==> config.mk <==
export PLATFORM = sky130hd
export DESIGN_NAME = mem_port_arbiter
export DESIGN_NICKNAME = d
export VERILOG_FILES = /design/src/rtl/mem_arb_pkg.sv /design/src/rtl/mem_arb_picker.sv /design/src/rtl/mem_port_arbiter.sv
export SDC_FILE = /design/constraint.sdc
export NUM_CORES = 1
export LEC_CHECK = 0
export ABC_AREA = 1
export CORE_UTILIZATION = 39
export CTS_BUF_LIST = sky130_fd_sc_hd__clkbuf_8 sky130_fd_sc_hd__clkbuf_16
export CTS_CLUSTER_SIZE = 28
export DETAILED_ROUTE_END_ITERATION = 8
export PLACE_DENSITY = 0.93
export REMOVE_ABC_BUFFERS = 1
export SLEW_MARGIN = 10
export SYNTH_ARGS = -nofsm -noshare
export SYNTH_HDL_FRONTEND = slang
export SYNTH_HIERARCHICAL = 1
export SYNTH_SLANG_ARGS = --single-unit
==> constraint.sdc <==
create_clock -name clk -period 1.6 [get_ports clk]
set_input_delay 0.32 -clock clk [delete_from_list [all_inputs] [get_ports clk]]
set_output_delay 0.32 -clock clk [all_outputs]
set_load 0.01 [all_outputs]
==> src/rtl/mem_arb_pkg.sv <==
// Shared definitions for the memory port arbiter: FSM state encoding and
// the index-width helper used for the owner and round-robin pointer.
package mem_arb_pkg;

  typedef enum logic [1:0] {
    IDLE   = 2'd0,
    ACCESS = 2'd1,
    RESP   = 2'd2
  } state_t;

  // Bits needed to hold an index in [0, value-1]; never less than one bit.
  function automatic int clog2(input int value);
    int width;
    width = 1;
    while ((1 << width) < value) width++;
    return width;
  endfunction

endpackage

==> src/rtl/mem_arb_picker.sv <==
// Combinational winner selection. The search starts at 'start' and wraps
// around, so tying 'start' to zero gives plain lowest-index priority.
module mem_arb_picker
  import mem_arb_pkg::*;
#(
  parameter int NUM_CH = 2,
  parameter int IDX_W  = clog2(NUM_CH)
) (
  input  logic [NUM_CH-1:0] valid,
  input  logic [IDX_W-1:0]  start,
  output logic [NUM_CH-1:0] grant,
  output logic [IDX_W-1:0]  index,
  output logic              any
);

  logic [IDX_W:0]   sum;
  logic [IDX_W-1:0] cand;

  // First valid channel at or after 'start', wrapping modulo NUM_CH.
  always_comb begin
    // NOTE: every output and temporary gets a default before the loop so no
    // path through this block can leave a value unassigned (no latches).
    grant = '0;
    index = '0;
    any   = 1'b0;
    sum   = '0;
    cand  = '0;
    for (int i = 0; i < NUM_CH; i++) begin
      sum = {1'b0, start} + (IDX_W + 1)'(i);
      if (sum >= (IDX_W + 1)'(NUM_CH)) sum = sum - (IDX_W + 1)'(NUM_CH);
      cand = sum[IDX_W-1:0];
      if (!any && valid[cand]) begin
        any         = 1'b1;
        grant[cand] = 1'b1;
        index       = cand;
      end
    end
  end

endmodule

==> src/rtl/mem_port_arbiter.sv <==
// Shares one external memory port among NUM_CH requesters, one transaction
// at a time: accept in IDLE, hold the strobes in ACCESS until mem_response,
// pulse rsp_valid to the owner in RESP.
// Build option: define MEM_ARB_ROUND_ROBIN_EN for round-robin arbitration;
// otherwise the lowest-index requester always wins.
module mem_port_arbiter
  import mem_arb_pkg::*;
#(
  parameter int NUM_CH     = 2,
  parameter int ADDR_WIDTH = 32,
  parameter int DATA_WIDTH = 32
) (
  input  logic                         clk,
  input  logic                         reset,
  input  logic [NUM_CH-1:0]            req_valid,
  input  logic [NUM_CH-1:0]            req_write,
  input  logic [NUM_CH*ADDR_WIDTH-1:0] req_addr,
  input  logic [NUM_CH*DATA_WIDTH-1:0] req_wdata,
  output logic [NUM_CH-1:0]            req_ready,
  output logic [NUM_CH-1:0]            rsp_valid,
  output logic [DATA_WIDTH-1:0]        rsp_rdata,
  output logic                         busy,
  output logic [ADDR_WIDTH-1:0]        mem_addr,
  output logic                         mem_read_en,
  output logic                         mem_write_en,
  output logic [DATA_WIDTH-1:0]        mem_write_val,
  input  logic [DATA_WIDTH-1:0]        mem_read_val,
  input  logic                         mem_response
);

  localparam int IDX_W = clog2(NUM_CH);

  state_t                  state_q, state_d;
  logic [IDX_W-1:0]        owner_q;
  logic [ADDR_WIDTH-1:0]   addr_q;
  logic [DATA_WIDTH-1:0]   wdata_q;
  logic [DATA_WIDTH-1:0]   rdata_q;
  logic                    write_q;
  logic [IDX_W-1:0]        start;
  logic [NUM_CH-1:0]       win_grant;
  logic [IDX_W-1:0]        win_idx;
  logic                    win_any;
  logic                    accept;
  logic                    complete;

  mem_arb_picker #(
    .NUM_CH (NUM_CH),
    .IDX_W  (IDX_W)
  ) u_picker (
    .valid (req_valid),
    .start (start),
    .grant (win_grant),
    .index (win_idx),
    .any   (win_any)
  );

`ifdef MEM_ARB_ROUND_ROBIN_EN
  logic [IDX_W-1:0] ptr_q;

  assign start = ptr_q;

  // Rotate the search start to just past the channel that was accepted.
  always_ff @(posedge clk or negedge reset) begin
    if (!reset) begin
      ptr_q <= '0;
    end else if (accept) begin
      if (win_idx == IDX_W'(NUM_CH - 1)) ptr_q <= '0;
      else                               ptr_q <= win_idx + 1'b1;
    end
  end
`else
  assign start = '0;
`endif

  // State register; reset abandons any transaction in flight.
  always_ff @(posedge clk or negedge reset) begin
    // NOTE: state is updated with non-blocking assignments so every register
    // sampled at this edge sees the pre-edge value of every other one.
    if (!reset) state_q <= IDLE;
    else        state_q <= state_d;
  end

  // Next state plus all handshake and strobe outputs, decoded from state.
  always_comb begin
    state_d      = state_q;
    req_ready    = '0;
    rsp_valid    = '0;
    mem_read_en  = 1'b0;
    mem_write_en = 1'b0;
    accept       = 1'b0;
    complete     = 1'b0;
    case (state_q)
      IDLE: begin
        if (win_any) begin
          req_ready = win_grant;
          accept    = 1'b1;
          state_d   = ACCESS;
        end
      end
      ACCESS: begin
        mem_read_en  = ~write_q;
        mem_write_en = write_q;
        if (mem_response) begin
          complete = 1'b1;
          state_d  = RESP;
        end
      end
      RESP: begin
        rsp_valid[owner_q] = 1'b1;
        state_d            = IDLE;
      end
      default: state_d = IDLE;
    endcase
  end

  // Latch the winning request on accept; capture read data on completion.
  always_ff @(posedge clk or negedge reset) begin
    if (!reset) begin
      owner_q <= '0;
      addr_q  <= '0;
      wdata_q <= '0;
      write_q <= 1'b0;
      rdata_q <= '0;
    end else begin
      if (accept) begin
        owner_q <= win_idx;
        addr_q  <= req_addr[win_idx*ADDR_WIDTH +: ADDR_WIDTH];
        wdata_q <= req_wdata[win_idx*DATA_WIDTH +: DATA_WIDTH];
        write_q <= req_write[win_idx];
      end
      if (complete && !write_q) rdata_q <= mem_read_val;
    end
  end

  assign busy          = (state_q != IDLE);
  assign mem_addr      = addr_q;
  assign mem_write_val = wdata_q;
  assign rsp_rdata     = rdata_q;

endmodule

==> qor.txt, run 1 <==
Die Wd -> 112 um
Max clock buf depth -> 2
Critical path cell sequence -> buf_6 > nor2_4 > inv_4 > nor2_1 > buf_2
R2R setup slack -> 0.19 ns
Htree depth -> 3
FILL cells -> 856
Root buffer cell -> clkbuf_16
DP Area -> 7640 um2
Max-slew violation count -> 0
Critical path endpoint category -> output port
Yosys Warn Count -> 6
Largest net degree at the start of global routing -> 101
Drt via density -> 4.87
# rows -> 39
Area growth from synthesis to layout -> 72.5%
Startpoint Class -> flop
Initial Utilization -> 40.7%
Pre-antenna DRT Iters -> 5
Final Net Count -> 1,093
Vias in the first global route -> 5,032
Post-Syn Area -> 4750 um2
Share of layout cells above drive strength 1 -> 6.98%
Die ar. -> 12,600 um2
Post-Place Setup Slack -> -0.486 ns
Number of setup violations in the final report -> 2
Num CTS Buffers -> 9
Largest stage delay on the critical path -> 0.40 ns
Crit share post-route -> 101%
HP Class -> in -> async
ANT nets after route -> 0
RSZ-0062 raised after global routing -> yes
Routed wire per std cell -> 14.9 um
Final hold slack -> -0.00566 ns
P_leak -> 4.69 nW
Initial antenna violation count -> 0
Power Dens Cells -> 1560 nW/um2
Total Power -> 0.0127 W
Syn avg cell area -> 7.22 um2
Overall Global Routing Usage -> 25.0%
GRT overflow -> 0
Core area -> 11,700 um2
Seq cells post-synth -> 100
CP required -> 1.28 ns
Max Cap Viol -> 0
Post-synthesis cell count -> 658
Via count -> 5,232
Peak supply drop -> 0.715 mV
Multi-input gate area in the final layout -> 2050 um2
Worst setup margin -> -0.0240 ns
First-pass GRT wire length -> 24,700 um
Critical path class -> reg -> out
Final Hold Fails -> 2
Worst Clk Skew -> 0.00690 ns
Post-route cell area -> 8190 um2
Most common cell after layout, fill and taps aside -> nand2_1
Outcome -> complete, but fails checks
Failing checks -> negative hold slack, negative setup slack
Slew @ Worst Pin -> 0.579 ns
Global placement routability congestion -> 0.758
HPWL after DPL -> 10,900 um
Worst-path clk slew -> 0.07 ns
Max-slew headroom -> 61.4%
Unique masters post-synth -> 18
CP max-delay cell -> dfrtp_1
Drt total wl -> 16,000 um
Clk sinks -> 100
Buffers on Ports -> 269
Vert. Die Dim -> 112 um
Top Ports -> 270
CP Max Fanout -> 3
# DRC -> 0
Sequential area share after synthesis -> 52.7%
Sequential cell area -> 2500 um2
CP arrival -> 1.30 ns
Max Freq -> 0.616 GHz
Post-route minimum period -> 1.62 ns
ANT cells -> 0
Commonest cells after routing, fill and taps aside -> 457 x nand2_1, 209 x clkdlybuf4s50_1, 100 x dfrtp_1, 47 x dlymetal6s2s_1, 33 x nand4_1
CTS tree -> yes
Clk Latency, worst-skew pair -> 0.34 ns
DRT iter0 DRCs -> 396
-- sequential cells by signal, summed over array words and instances (netlist names) --
register	count
mem_addr	32
mem_write_val	32
owner_q	1
rsp_rdata	32
state_q	2
write_q	1
-- synthesized netlist by cell type --
library cell,instances,area [um2]
buf_2,23,115
dfrtp_1,100,2500
nand2_1,459,1720
inv_1,6,22.5
clkinv_1,1,3.75
nor3_1,1,5.00
inv_2,3,11.3
a21oi_1,3,15.0
buf_1,1,3.75
and3_1,1,6.26
nand3_2,1,10.0
conb_1,1,3.75
o21ai_0,2,10.0
clkbuf_1,11,41.3
nor2_1,5,18.8
buf_4,6,45.0
nand4_1,33,206
nor2_2,1,6.26
-- path summary, 6_finish.rpt --
path,start,endpoint,depth (start not counted)
max reg2reg,state_q[1]$_DFFE_PN0P_,rsp_rdata[23]$_DFFE_PN0P_,5
min,reset,mem_addr[23]$_DFFE_PN0P_,2
min reg2reg,rsp_rdata[2]$_DFFE_PN0P_,rsp_rdata[2]$_DFFE_PN0P_,2
max in group asynchronous,reset,rsp_rdata[3]$_DFFE_PN0P_,2
max,state_q[1]$_DFFE_PN0P_,mem_write_en,5
min in group clk,rsp_rdata[2]$_DFFE_PN0P_,rsp_rdata[2]$_DFFE_PN0P_,2
-- timing repair --
action,in CTS,in global routing
gates resized for setup,33,60
setup buffers,2,7
hold endpoints to repair,0,0
hold buffers,0,0
cloned,0,2
endpoints found under the setup margin,11,116
pin swaps,0,2
-- metrics by stage --
step                utilization [%]  setup TNS, ns  instances
global placement               65.5         -17.35       1047
finish                         70.2        -0.0358       1074
floorplan                         -        -222.30        618
detailed placement             65.5         -20.06       1047
global route                   70.2         -0.116       1074
CTS                            67.9        -0.0327       1065
-- cell families after synthesis --
| logic type | share of synthesized area, % |
|---|---|
| simple gates | 41.6 |
| other cells | 0.0790 |
| compound gates | 0.527 |
| flops | 52.7 |
| buf+inv | 5.11 |
-- critical path: cells and delay by family, from the launching register on --
kind	cells	cell delay, ns
buffers and inverters	3	0.35
AND/OR/NAND/NOR	2	0.23
flip-flops	1	0.40
-- per-layer routing --
metal	global-route usage, %	routed length (um)	share of wire, %	up-vias
li1	-	-	-	2554
met1	27.8	6090	38	2389
met2	45.5	8220	51	259
met3	6.37	1270	8.0	30
met4	9.87	408	2.6	0
met5	0	0	0	-
-- report_power, final --
| part | internal, W | switching (W) | leakage (nW) |
|---|---|---|---|
| logic | 0.00315 | 0.00321 | 3.31 |
| clock network | 0.00109 | 0.000926 | 0.138 |
| registers | 0.00371 | 0.000656 | 1.25 |
-- cell type report --
class,instances,area share (%)
multi-input combinational,508,25.0
sequential,100,30.5
clock buffer,10,2.92
timing repair buffer,297,38.3
tap,143,2.18
clock inverter,6,0.489
inverter,10,0.519
Note: power is estimated with default switching activity, not from simulation.
==> inputs of run 2 (changes only) <==
--- a/config.mk
+++ b/config.mk
@@ -6,6 +6,7 @@
 export NUM_CORES = 1
 export LEC_CHECK = 0
 export ABC_AREA = 1
+export CAP_MARGIN = 10
 export CORE_UTILIZATION = 39
 export CTS_BUF_LIST = sky130_fd_sc_hd__clkbuf_8 sky130_fd_sc_hd__clkbuf_16
 export CTS_CLUSTER_SIZE = 28
==> results of run 2 <==
Same layout as run 1: the final DEF is identical, and so are final timing and power.
==> inputs of run 3 (changes only) <==
--- a/config.mk
+++ b/config.mk
@@ -6,7 +6,7 @@
 export NUM_CORES = 1
 export LEC_CHECK = 0
 export ABC_AREA = 1
-export CAP_MARGIN = 10
+export CAP_MARGIN = 20
 export CORE_UTILIZATION = 39
 export CTS_BUF_LIST = sky130_fd_sc_hd__clkbuf_8 sky130_fd_sc_hd__clkbuf_16
 export CTS_CLUSTER_SIZE = 28
==> results of run 3 <==
Same layout as run 1: the final DEF is identical, and so are final timing and power.
